==> config.mk <==
export PLATFORM = sky130hd
export DESIGN_NAME = letc_mtimer
export DESIGN_NICKNAME = d
export VERILOG_FILES = /design/src/rtl/letc_mtimer.sv
export SDC_FILE = /design/constraint.sdc
export NUM_CORES = 1
export LEC_CHECK = 0
export CAP_MARGIN = 5
export CORE_MARGIN = 10
export CORE_UTILIZATION = 25
export CTS_CLUSTER_DIAMETER = 40
export DETAILED_ROUTE_END_ITERATION = 10
export MAX_ROUTING_LAYER = met4
export PLACE_DENSITY = 0.39
export SLEW_MARGIN = 5
export SYNTH_ARGS = -nofsm -noshare
export SYNTH_HDL_FRONTEND = slang
export SYNTH_SLANG_ARGS = --single-unit
==> constraint.sdc <==
create_clock -name i_clk -period 7.7 [get_ports i_clk]
set_clock_uncertainty 0.2 [all_clocks]
set_input_delay 0.77 -clock i_clk [delete_from_list [all_inputs] [get_ports i_clk]]
set_output_delay 0.77 -clock i_clk [all_outputs]
set_load 0.01 [all_outputs]
==> src/rtl/letc_mtimer.sv <==
// Machine timer: 64-bit mtime/mtimecmp behind a word-wide valid/ready bus, level irq out.
// Optional macro LETC_MTIMER_DBG_HALT_EN adds i_dbg_halt to freeze the prescaler and mtime.
module letc_mtimer #(
  parameter int unsigned PRESCALE  = 1,
  parameter logic [63:0] MTIME_RST = 64'h0
) (
  input  logic        i_clk,
  input  logic        i_rst_n,
`ifdef LETC_MTIMER_DBG_HALT_EN
  input  logic        i_dbg_halt,
`endif
  input  logic        i_valid,
  output logic        o_ready,
  input  logic        i_wen_nren,
  input  logic [3:0]  i_addr,
  input  logic [31:0] i_wdata,
  output logic [31:0] o_rdata,
  output logic        o_timer_irq_pending
);

  localparam logic [15:0] PRESC_MAX = 16'(PRESCALE - 1);

  typedef enum logic {IDLE, RESP} state_t;

  state_t      state, state_nxt;
  logic        halt;
  logic        tick;
  logic        access;
  logic        addr_ok;
  logic [15:0] presc_cnt;
  logic [63:0] mtime, mtime_inc, mtime_nxt;
  logic [63:0] mtimecmp, mtimecmp_nxt;
  logic [31:0] rdata_sel, rdata_q;

`ifdef LETC_MTIMER_DBG_HALT_EN
  assign halt = i_dbg_halt;
`else
  assign halt = 1'b0;
`endif

  assign access    = (state == IDLE) && i_valid;
  assign addr_ok   = (i_addr[1:0] == 2'b00);
  assign tick      = !halt && (presc_cnt == PRESC_MAX);
  assign mtime_inc = mtime + 64'(tick);

  // A write to one mtime half overrides only that half of the incremented value.
  always_comb begin
    mtime_nxt    = mtime_inc;
    mtimecmp_nxt = mtimecmp;
    if (access && i_wen_nren && addr_ok) begin
      case (i_addr[3:2])
        2'd0: mtime_nxt[31:0]     = i_wdata;
        2'd1: mtime_nxt[63:32]    = i_wdata;
        2'd2: mtimecmp_nxt[31:0]  = i_wdata;
        2'd3: mtimecmp_nxt[63:32] = i_wdata;
        default: ;
      endcase
    end
  end

  always_comb begin
    rdata_sel = '0;
    if (addr_ok && !i_wen_nren) begin
      case (i_addr[3:2])
        2'd0: rdata_sel = mtime[31:0];
        2'd1: rdata_sel = mtime[63:32];
        2'd2: rdata_sel = mtimecmp[31:0];
        2'd3: rdata_sel = mtimecmp[63:32];
        default: ;
      endcase
    end
  end

  // ---- counter / compare registers ----
  always_ff @(posedge i_clk or negedge i_rst_n) begin
    if (!i_rst_n) begin
      presc_cnt           <= '0;
      mtime               <= MTIME_RST;
      mtimecmp            <= '1;
      o_timer_irq_pending <= 1'b0;
    end else begin
      if (!halt) begin
        presc_cnt <= tick ? 16'd0 : presc_cnt + 16'd1;
      end
      mtime               <= mtime_nxt;
      mtimecmp            <= mtimecmp_nxt;
      o_timer_irq_pending <= (mtime >= mtimecmp);
    end
  end

  // Read data is captured pre-tick; output gating keeps it invisible outside RESP.
  always_ff @(posedge i_clk) begin
    if (access) begin
      rdata_q <= rdata_sel;
    end
  end

  // ---- bus FSM ----
  always_ff @(posedge i_clk or negedge i_rst_n) begin
    if (!i_rst_n) begin
      state <= IDLE;
    end else begin
      state <= state_nxt;
    end
  end

  always_comb begin
    state_nxt = state;
    case (state)
      IDLE:    if (i_valid) state_nxt = RESP;
      RESP:    state_nxt = IDLE;
      default: state_nxt = IDLE;
    endcase
  end

  always_comb begin
    o_ready = 1'b0;
    o_rdata = '0;
    if (state == RESP) begin
      o_ready = 1'b1;
      o_rdata = rdata_q;
    end
  end

endmodule

-- Word-level counts from Yosys, hierarchy flattened
Cells that the tools add are included.
- order comparisons: 1
- reduce and logical (&&, ||, !) cells: 10
- eq/ne operators: 3
- bitwise logic cells: 1
- $add $sub $neg: 2
- mux-type cells: 9
- operators by type and width (operator ; count):
    32-bit one-hot mux with 4 select lines ; 1
    32-bit 2-to-1 mux ; 3
    64-bit by 1-bit adder with 64-bit output ; 1
    64-bit >= comparator ; 1
    64-bit 2-to-1 mux ; 1
    16-bit by 1-bit adder with 16-bit output (second input constant) ; 1
    16-bit logical NOT ; 1
    16-bit 2-to-1 mux ; 1
    2-bit == test (second input constant) ; 2
    1-bit logical AND ; 4
    2-bit logical NOT ; 2
    2-bit AND reduction ; 2
    2-bit by 1-bit == test with 1-bit output (second input constant) ; 1
    1-bit 2-to-1 mux ; 2
    1-bit one-hot mux with 2 select lines ; 1
    1-bit logical NOT ; 1
    1-bit NOT ; 1
- output and inout port bits: 34
- flip-flop bits (word level): 178
- bits of input ports: 40
- logic and storage cells: 33

-- Depth between registers and ports, before layout
Gate-level depths: netlist of the first run.
- word-level depth: 5
- gate-level depth with buffers: 12
- depth with buffers taken out: 12

-- Worst setup path before layout of the first run
No wires, ideal clock.
- path kind: input-to-reg
- start point: input port i_valid
- end point: register mtime[50]
- buffers on the path: 1
- stages: 7
- slack: 3.500 ns
- data required time: 7.381 ns
- data arrival time: 3.881 ns
- setup time: 0.119 ns
- cell sequence: nor2b_1 nand3_1 nor3b_1 clkbuf_1 nor3b_1 a21oi_1 nand2_1
- word-level cells in the longest chain between the ends: 4
- ends and longest elaborated chain (item ; RTL line ; source):
    start, declared ; 12 ; input logic i_valid,
    1-bit logical AND ; 41 ; assign access = (state == IDLE) && i_valid;
    1-bit logical AND (2 in series) ; 50 ; if (access && i_wen_nren && addr_ok) begin
    64-bit 2-to-1 mux ; 50 ;
    named net mtime_nxt[50] ; 31 ; logic [63:0] mtime, mtime_inc, mtime_nxt;
    end signal, assigned ; 85 ; mtime <= mtime_nxt;
    end, declared ; 31 ;
The timed path passes the listed nets, and every way through them passes these cells.
A chain may end at the register's enable or synchronous reset.

-- Worst setup path in the final report of the first run
- start point: register state
- end point: register mtime[14]
- word-level cells in the longest chain between the ends: 5
- ends and longest elaborated chain (item ; RTL line ; source):
    start, declared ; 25 ; state_t state, state_nxt;
    start signal, assigned ; 103 ; state <= state_nxt;
    1-bit NOT ; -- ;
    1-bit logical AND ; 41 ;
    named net access ; 28 ; logic access;
    1-bit logical AND (2 in series) ; 50 ;
    64-bit 2-to-1 mux ; 50 ;
    named net mtime_nxt[14] ; 31 ;
The timed path passes the listed nets, and every way through them passes these cells.

==> flow_summary_export.csv, run 1 <==
group,metric,value,unit
outcome,status,"completed",
setup_path,crit_type,"flip-flop to flip-flop",
setup_path,crit_required,7.82,ns
synthesis,netlist_area,0.0107,sq mm
layout,drive_above_1_share,0.209,
power_and_ir_drop,p_per_area,252,mW/mm^2
power_and_ir_drop,p_leak,0.00474,uW
detailed_routing,vias,7689,
layout,stdcell_count,1620,
global_routing,grt_pass1_vias,7815,
cts,clk_path_buf_depth,2,
global_routing,grtUsageTotal,0.135,
detailed_routing,finalWirelength,32.8,mm
synthesis,yosys_register_bits,178,
sta,tns,0,ns
die,die_area,0.0514,sq mm
setup_path,start_kind,"flip-flop",
global_routing,grt_pass1_wl,50.3,mm
synthesis,synth_common_cells,"nand2_1 (95), dfrtp_1 (82), inv_1 (80), ha_1 (69), mux2_2 (67)",
synthesis,yosysWarnings,0,
synthesis,ys_types,53,
sta,fmax,0.263,GHz
cts,clk_latency,0.45,ns
sta,rsz0062_at_grt,"false",
die,io_pins,74,
layout,n_antenna_cell,0,
synthesis,ys.flop_type,"dfrtp_1",
synthesis,synth-edff-count,32,
die,fp.dieH,227,um
synthesis,syn_avg_cell_area,10.7,sq um
placement,placedCellCount,1588,
synthesis,synth_area_leaders,"dfrtp_1 (19%), dfstp_2 (16%), edfxtp_1 (9.0%)",
detailed_routing,antenna_left,0,
die,die_x,227,um
placement,hpwl,23.5,mm
synthesis,yosys.cell_count.top_type,"nand2_1",
cts,cts_resized,0,
sta,finalMaxSlewViolations,0,
cts,cts_made_buffers,17,
global_routing,antenna_found_initial,0,
layout,nets,1177,
synthesis,synthArstFlopShare,0.820,
global_routing,grt_max_degree,75,
sta,relSlewSlack,0.226,
cts,cts_setup_buffers,0,
detailed_routing,firstDrtPassIters,4,
synthesis,yosysSeqAreaShare,0.439,
cts,cts_tree,"done",
detailed_routing,first_iter_violations,381,
detailed_routing,drc,0,
placement,gp_congestion,0.754,
sta,fin_crit,3.80,ns
synthesis,syn_inst,1001,
setup_path,cp_max_fo,42,
power_and_ir_drop,ir_worst_vdd,0.146,mV
detailed_routing,vias_per_cell,4.75,
synthesis,yosysTopAreaCell,"dfrtp_1",
cts,cts.sinks,178,
min_path,min_path_type,"primary input to asynchronous set/reset pin",
detailed_routing,wl_per_cell,20.2,um
synthesis,synth_fp_nets,1110,
sta,hold_viol,0,
global_routing,grt_overflow,0,
die,initial_core_util,0.254,
cts,htreeDepth,4,
setup_path,crit_path_end_kind,"flip-flop",
layout,area_growth,18.0,%
sta,timing.final.crit_share,0.494,
die,core_area,0.0421,sq mm
sta,worstMarginPinSlew,1.16,ns
sta,setup-violations-final,0,
placement,portBuffers,73,
flow_run,drv_cap,0,
cts,cts_root_buf,"clkbuf_16",
synthesis,synth_top_area_frac,0.192,
cts,hold_buffers,0,
setup_path,arrival,3.92,ns
die,rows,75,
cts,cts.clk_slew.worst_paths,0.07,ns
-- registers in the layout, indices dropped and copies added, names as in the netlist --
register / count
mtimecmp: 64
o_timer_irq_pending: 1
presc_cnt: 16
state: 1
rdata_q: 32
mtime: 64
-- per-layer routing --
metal | wire length, um | share of wire | vias up | GRT usage
li1 | - | - | 3704 | -
met1 | 16600 | 0.51 | 3866 | 0.186
met2 | 14800 | 0.45 | 108 | 0.200
met3 | 1060 | 0.032 | 11 | 0.0233
met4 | 277 | 0.0085 | 0 | 0.0351
met5 | 0 | 0 | - | -
-- kinds of logic after synthesis --
group | after synthesis | synth area share
adders and majority gates | 69 | 0.0808
AOI/OAI and AO/OA | 123 | 0.0650
buffers and inverters | 119 | 0.0423
muxes | 101 | 0.140
DFF | 178 | 0.439
and+or+nand+nor | 346 | 0.179
xor gates and xnor gates | 65 | 0.0533
-- critical path: stages, from the launching register on --
cell	delay (ns)
dfrtp_1	0.78
nor2b_4	0.23
buf_4	0.47
nand3_1	0.30
nor3_2	0.93
buf_4	0.53
o21ai_0	0.17
-- through the flow --
| step | worst slack [ns] | hold WS [ns] | total power (uW) | area [sq um] | util |
|---|---|---|---|---|---|
| after floorplan | 3.50 | 0.247 | 1980 | 10700 | - |
| after global placement | 3.51 | 0.265 | 2340 | 12100 | 0.286 |
| after detailed placement | 3.42 | 0.267 | 2340 | 12100 | 0.286 |
| after CTS | 3.66 | 0.202 | 3220 | 12600 | 0.299 |
| after global routing | 3.37 | 0.205 | 3410 | 12600 | 0.299 |
| final | 3.90 | 0.155 | 3170 | 12600 | 0.299 |
-- layout by cell type (no fill, tap or decap), types with 33 or more instances in the layout --
cell type	instances
inv_1	80
dfstp_2	64
clkdlybuf4s50_1	70
ha_1	69
nand2_1	95
dfrtp_1	82
mux2_2	67
nand3_1	33
nand4_1	45
o21ai_0	37
and2_1	34
nor2b_1	34
xor2_1	42
-- final cells by class --
type / count / area, sq um
clock buffer: 19 / 433
clock inverter: 13 / 114
fill: 4342 / 29500
inverter: 80 / 300
multi-input combinational: 704 / 5570
sequential: 178 / 4690
tap: 539 / 674
timing repair buffer: 87 / 827
-- power breakdown --
part | internal (uW) | total [uW] | switching (uW)
logic | 444 | 891 | 447
clock network | 446 | 855 | 410
registers | 1170 | 1430 | 258
-- path summary, 6_finish.rpt --
path                       slack [ns]     startpoint  depth (start not counted)       endpoint
max in group asynchronous        5.68        i_rst_n                          2      mtime[61]
min reg2reg                      0.28  presc_cnt[15]                          1  presc_cnt[15]
max reg2reg                      3.90          state                          6      mtime[14]
min in group i_clk               0.28  presc_cnt[15]                          1  presc_cnt[15]
min                              0.16        i_rst_n                          1      mtime[39]
max                              3.90          state                          6      mtime[14]
No activity file was read; power rests on OpenSTA's default activity.
==> inputs of run 2 (changes only) <==
--- a/config.mk
+++ b/config.mk
@@ -11,7 +11,7 @@
 export CTS_CLUSTER_DIAMETER = 40
 export DETAILED_ROUTE_END_ITERATION = 10
 export MAX_ROUTING_LAYER = met4
-export PLACE_DENSITY = 0.39
+export PLACE_DENSITY = 0.41
 export SLEW_MARGIN = 5
 export SYNTH_ARGS = -nofsm -noshare
 export SYNTH_HDL_FRONTEND = slang
==> constraint.sdc (replaced) <==
create_clock -name i_clk -period 3.3 [get_ports i_clk]
set_clock_uncertainty 0.2 [all_clocks]
set_input_delay 0.33 -clock i_clk [delete_from_list [all_inputs] [get_ports i_clk]]
set_output_delay 0.33 -clock i_clk [all_outputs]
set_load 0.01 [all_outputs]
==> run 2 against run 1 <==
Effect of this change:
- core utilization up 0.83 points
- non-clock buffer count up 28
- worst hold slack better by 0.13 ns
- critical path type unchanged
- power up 140%
- final cell count up 1.7%
==> flow_summary_export.csv, run 2 (synthesized netlist as in run 1, its figures left out) <==
group,metric,value,unit
global_routing,grt_pass1_wl,51.2,mm
sta,relSlewSlack,0.453,
global_routing,antenna_found_initial,0,
cts,cts.sinks,178,
detailed_routing,firstDrtPassIters,5,
sta,fmax,0.334,GHz
detailed_routing,vias_per_cell,4.69,
setup_path,cp_cell_sequence,"inv_1 > ha_1 > nor4b_1 > and4_1 > ha_1 > nand3_1 > nor3_2 > buf_4 > nand4_1 > nor3_1 > xnor2_1 > o21ai_0",
setup_path,start_kind,"flip-flop",
global_routing,grt_pass1_vias,8100,
die,rows,75,
setup_path,crit_path_max_incr_delay,0.41,ns
layout,reg_top3,"mtime: 64 flops, mtimecmp: 64 flops, rdata_q: 32 flops",
detailed_routing,antenna_left,0,
placement,hpwl,24.6,mm
setup_path,r2r_setup_slack,0.31,ns
layout,final_cell_mix,"nand2_1 (95), dfrtp_1 (82), inv_1 (80)",
setup_path,cp_max_fo,6,
sta,worstMarginPinSlew,0.820,ns
layout,final_common_cell,"nand2_1",
cts,cts_setup_buffers,0,
layout,n_antenna_cell,0,
detailed_routing,finalWirelength,32.5,mm
sta,tns,0,ns
setup_path,slowest_stage,"dfrtp_1",
cts,clk_path_buf_depth,2,
placement,portBuffers,73,
setup_path,crit_required,3.42,ns
setup_path,crit_type,"flip-flop to flip-flop",
sta,fin_crit,2.99,ns
detailed_routing,wl_per_cell,19.7,um
power_and_ir_drop,p_leak,0.00493,uW
sta,setup-violations-final,0,
global_routing,grt_max_degree,64,
cts,cts.clk_slew.worst_paths,0.07,ns
sta,hold_viol,0,
detailed_routing,first_iter_violations,381,
setup_path,arrival,3.12,ns
layout,drive_above_1_share,0.229,
min_path,min_path_type,"flip-flop to flip-flop",
setup_path,crit_top_cell,"ha_1",
power_and_ir_drop,p_per_area,598,mW/mm^2
setup_path,crit_buf_inv,2,
layout,nets,1205,
setup_path,cp_top_family,"simple AND/OR/NAND/NOR gates",
sta,finalMaxSlewViolations,0,
layout,area_growth,21.3,%
sta,rsz0062_at_grt,"false",
die,io_pins,74,
cts,clk_latency,0.44,ns
die,core_area,0.0421,sq mm
setup_path,crit_path_end_kind,"flip-flop",
power_and_ir_drop,ir_worst_vdd,0.208,mV
flow_run,drv_cap,0,
detailed_routing,vias,7727,
sta,timing.final.crit_share,0.908,
global_routing,grt_overflow,0,
cts,cts_made_buffers,17,
outcome,status,"completed",
die,initial_core_util,0.254,
die,fp.dieH,227,um
layout,post-route-util,0.307,
cts,htreeDepth,4,
die,die_x,227,um
placement,gp_congestion,0.782,
cts,cts_root_buf,"clkbuf_16",
global_routing,grtUsageTotal,0.135,
detailed_routing,drc,0,
cts,cts_tree,"done",
die,die_area,0.0514,sq mm
## run 2: cell count changes in the layout (fill, tap and decap cells not counted), sizes merged
cell         change
inv              -2
clkinvlp         -1
bufinv           +3
clkbuf           +2
buf             +27
clkinv           -2
dlygate4sd3      +1
## run 2: power by group
group          switching (uW)  internal (uW)  total, uW
Combinational            1190           1120       2310
Clock                     904           1300       2210
Sequential                494           2730       3230
Total                    2590           5160       7750
## run 2: through the flow
| step | setup WS [ns] | power (uW) | area, sq um | std cells | hold slack, ns |
|---|---|---|---|---|---|
| 3_3_place_gp | 0.335 | 5580 | 12300 | 1615 | 0.204 |
| 4_1_cts | 0.283 | 7850 | 12900 | 1648 | 0.296 |
| 2_1_floorplan | 0.109 | 4630 | 10700 | 1001 | -0.166 |
| 6_report | 0.305 | 7750 | 13000 | 1648 | 0.281 |
| 3_5_place_dp | 0.290 | 5590 | 12300 | 1615 | 0.202 |
| 5_1_grt | 0.0250 | 8270 | 13000 | 1648 | 0.324 |
## run 2: path summary, 6_finish.rpt
path	from	end	cells past startpoint
worst max register to register	presc_cnt[0]	mtime[39]	12
worst min register to register	presc_cnt[15]	presc_cnt[15]	1
worst max-delay path	presc_cnt[0]	mtime[39]	12
min in group asynchronous	i_rst_n	mtime[9]	2
max in group asynchronous	i_rst_n	mtimecmp[58]	3
worst min-delay path	presc_cnt[15]	presc_cnt[15]	1
## run 2: timing repair
| item | in CTS | in global routing |
|---|---|---|
| hold endpoints to repair | 28 | 0 |
| hold buffers | 1 | 0 |
| endpoints found under the setup margin | 0 | 1 |
| gates resized for setup | 0 | 2 |
## run 2: routing by layer
layer  global-route usage  vias to the layer above  routed length [um]
li1                     -                     3755                   -
met1                0.180                     3857               15900
met2                0.211                       98               15500
met3               0.0216                       17                 795
met4               0.0320                        0                 403
met5                    -                        -                   0
## run 2: final cells by class
| type | instances | area (sq um) |
|---|---|---|
| sequential | 178 | 4690 |
| timing repair buffer | 115 | 1090 |
| clock inverter | 11 | 158 |
| tap | 539 | 674 |
| clock buffer | 21 | 462 |
| fill | 4279 | 29200 |
| inverter | 80 | 300 |
| multi-input combinational | 704 | 5580 |
==> inputs of run 3 (changes only) <==
--- a/config.mk
+++ b/config.mk
@@ -7,11 +7,11 @@
 export LEC_CHECK = 0
 export CAP_MARGIN = 5
 export CORE_MARGIN = 10
-export CORE_UTILIZATION = 25
+export CORE_UTILIZATION = 50
 export CTS_CLUSTER_DIAMETER = 40
 export DETAILED_ROUTE_END_ITERATION = 10
 export MAX_ROUTING_LAYER = met4
-export PLACE_DENSITY = 0.41
+export PLACE_DENSITY = 0.71
 export SLEW_MARGIN = 5
 export SYNTH_ARGS = -nofsm -noshare
 export SYNTH_HDL_FRONTEND = slang
==> run 3 against run 2 <==
Effect of this change:
- sequential power hardly changed
- combinational power shrank 6%
- non-clock buffer count fell by 6
- via count up 2.7%
- core utilization up 29 points
- critical path type unchanged
- largest cell class unchanged
- largest power group unchanged
==> flow_summary_export.csv, run 3 (synthesized netlist as in run 1, its figures left out) <==
group,metric,value,unit
sta,setup-violations-final,0,
setup_path,slowest_stage,"dfrtp_1",
power_and_ir_drop,ir_worst_vdd,0.335,mV
layout,final_common_cell,"nand2_1",
sta,tns,0,ns
global_routing,grt_overflow,0,
setup_path,cp_max_fo,6,
sta,fin_crit,3.08,ns
flow_run,drv_cap,0,
layout,nets,1199,
setup_path,crit_path_end_kind,"flip-flop",
detailed_routing,vias_per_cell,5.76,
detailed_routing,wl_per_cell,19.5,um
cts,cts_root_buf,"clkbuf_16",
detailed_routing,vias,7933,
sta,timing.final.crit_share,0.933,
die,initial_core_util,0.508,
setup_path,arrival,3.22,ns
die,core_area,0.0210,sq mm
die,die_area,0.0276,sq mm
cts,cts.sinks,178,
power_and_ir_drop,p_per_area,609,mW/mm^2
setup_path,cp_cell_sequence,"inv_1 > ha_1 > nor4b_1 > and4_2 > ha_1 > ha_1 > and3_2 > nand4_1 > or3_1 > a31oi_1",
detailed_routing,drc,0,
sta,whs,0.288,ns
cts,htreeDepth,4,
global_routing,grt_max_degree,69,
layout,drive_above_1_share,0.228,
sta,timing.final.ws_setup,0.222,ns
cts,clk_path_buf_depth,2,
detailed_routing,firstDrtPassIters,4,
sta,relSlewSlack,0.378,
die,fp.dieH,166,um
cts,cts.clk_slew.worst_paths,0.07,ns
cts,cts_tree,"done",
cts,clk_latency,0.43,ns
global_routing,antenna_found_initial,1,
sta,rsz0062_at_grt,"false",
die,rows,53,
sta,worstMarginPinSlew,0.933,ns
sta,fmax,0.325,GHz
sta,hold_viol,0,
power_and_ir_drop,p_leak,0.00493,uW
die,io_pins,74,
setup_path,cp_top_family,"simple AND/OR/NAND/NOR gates",
detailed_routing,antenna_left,0,
global_routing,grt_pass1_vias,7979,
setup_path,crit_top_cell,"ha_1",
setup_path,crit_buf_inv,1,
placement,portBuffers,73,
global_routing,grtUsageTotal,0.200,
layout,n_antenna_cell,0,
placement,gp_congestion,0.913,
layout,final_cell_mix,"nand2_1 (95), dfrtp_1 (82), inv_1 (80)",
setup_path,crit_required,3.44,ns
global_routing,grt_pass1_wl,43.9,mm
placement,hpwl,19.7,mm
layout,area_growth,18.1,%
cts,cts_made_buffers,17,
die,die_x,166,um
setup_path,start_kind,"flip-flop",
placement,place_worst_setup_slack,0.125,ns
detailed_routing,finalWirelength,26.9,mm
detailed_routing,first_iter_violations,597,
min_path,min_path_type,"flip-flop to flip-flop",
setup_path,crit_type,"flip-flop to flip-flop",
layout,reg_top3,"mtime: 64 flops, mtimecmp: 64 flops, rdata_q: 32 flops",
sta,finalMaxSlewViolations,0,
setup_path,crit_path_max_incr_delay,0.41,ns
outcome,status,"completed",
[run 3: timing repair]
| action | in CTS | in global routing |
|---|---|---|
| gates resized for setup | 0 | 4 |
| endpoints found under the hold margin | 30 | 0 |
| hold buffers | 1 | 0 |
| endpoints found under the setup margin | 0 | 9 |
| setup buffers | 0 | 1 |
[run 3: worst paths after layout]
kind                            depth (start not counted)    startpoint      endpoint  slack, ns
worst max register to register                         10  presc_cnt[0]     mtime[58]       0.22
worst min register to register                          1  presc_cnt[0]  presc_cnt[0]       0.29
worst max-delay path                                   10  presc_cnt[0]     mtime[58]       0.22
min in group asynchronous                               2       i_rst_n      mtime[7]       0.30
max in group asynchronous                               3       i_rst_n  mtimecmp[24]       1.80
worst min-delay path                                    1  presc_cnt[0]  presc_cnt[0]       0.29
[run 3: area by class of cell]
type | count | area, sq um
Sequential cell | 178 | 4690
Inverter | 80 | 300
Fill cell | 1706 | 8410
Timing Repair Buffer | 109 | 1040
Multi-Input combinational cell | 704 | 5570
Clock buffer | 21 | 504
Tap cell | 275 | 344
Clock inverter | 11 | 158
[run 3: power by group]
group / switching (uW) / internal [uW] / total (uW) / leakage, uW
combinational: 1090 / 1090 / 2180 / 0.00270
clock: 899 / 1340 / 2240 / 0.000322
sequential: 526 / 2730 / 3260 / 0.00191
[run 3: per-stage QoR]
| stage | std cells | total power, uW | area, sq um | utilization |
|---|---|---|---|---|
| after floorplan | 1001 | 4630 | 10700 | - |
| after global placement | 1344 | 5340 | 11900 | 0.567 |
| after detailed placement | 1344 | 5420 | 11900 | 0.567 |
| after CTS | 1377 | 7700 | 12600 | 0.599 |
| after global routing | 1378 | 8130 | 12600 | 0.600 |
| final | 1378 | 7680 | 12600 | 0.600 |
[run 3: metal layers]
metal	wire (um)	up-vias	GRT usage
met2	12600	222	0.308
met1	12200	3925	0.265
li1	-	3751	-
met3	1580	35	0.0379
met5	0	-	-
met4	505	0	0.0559
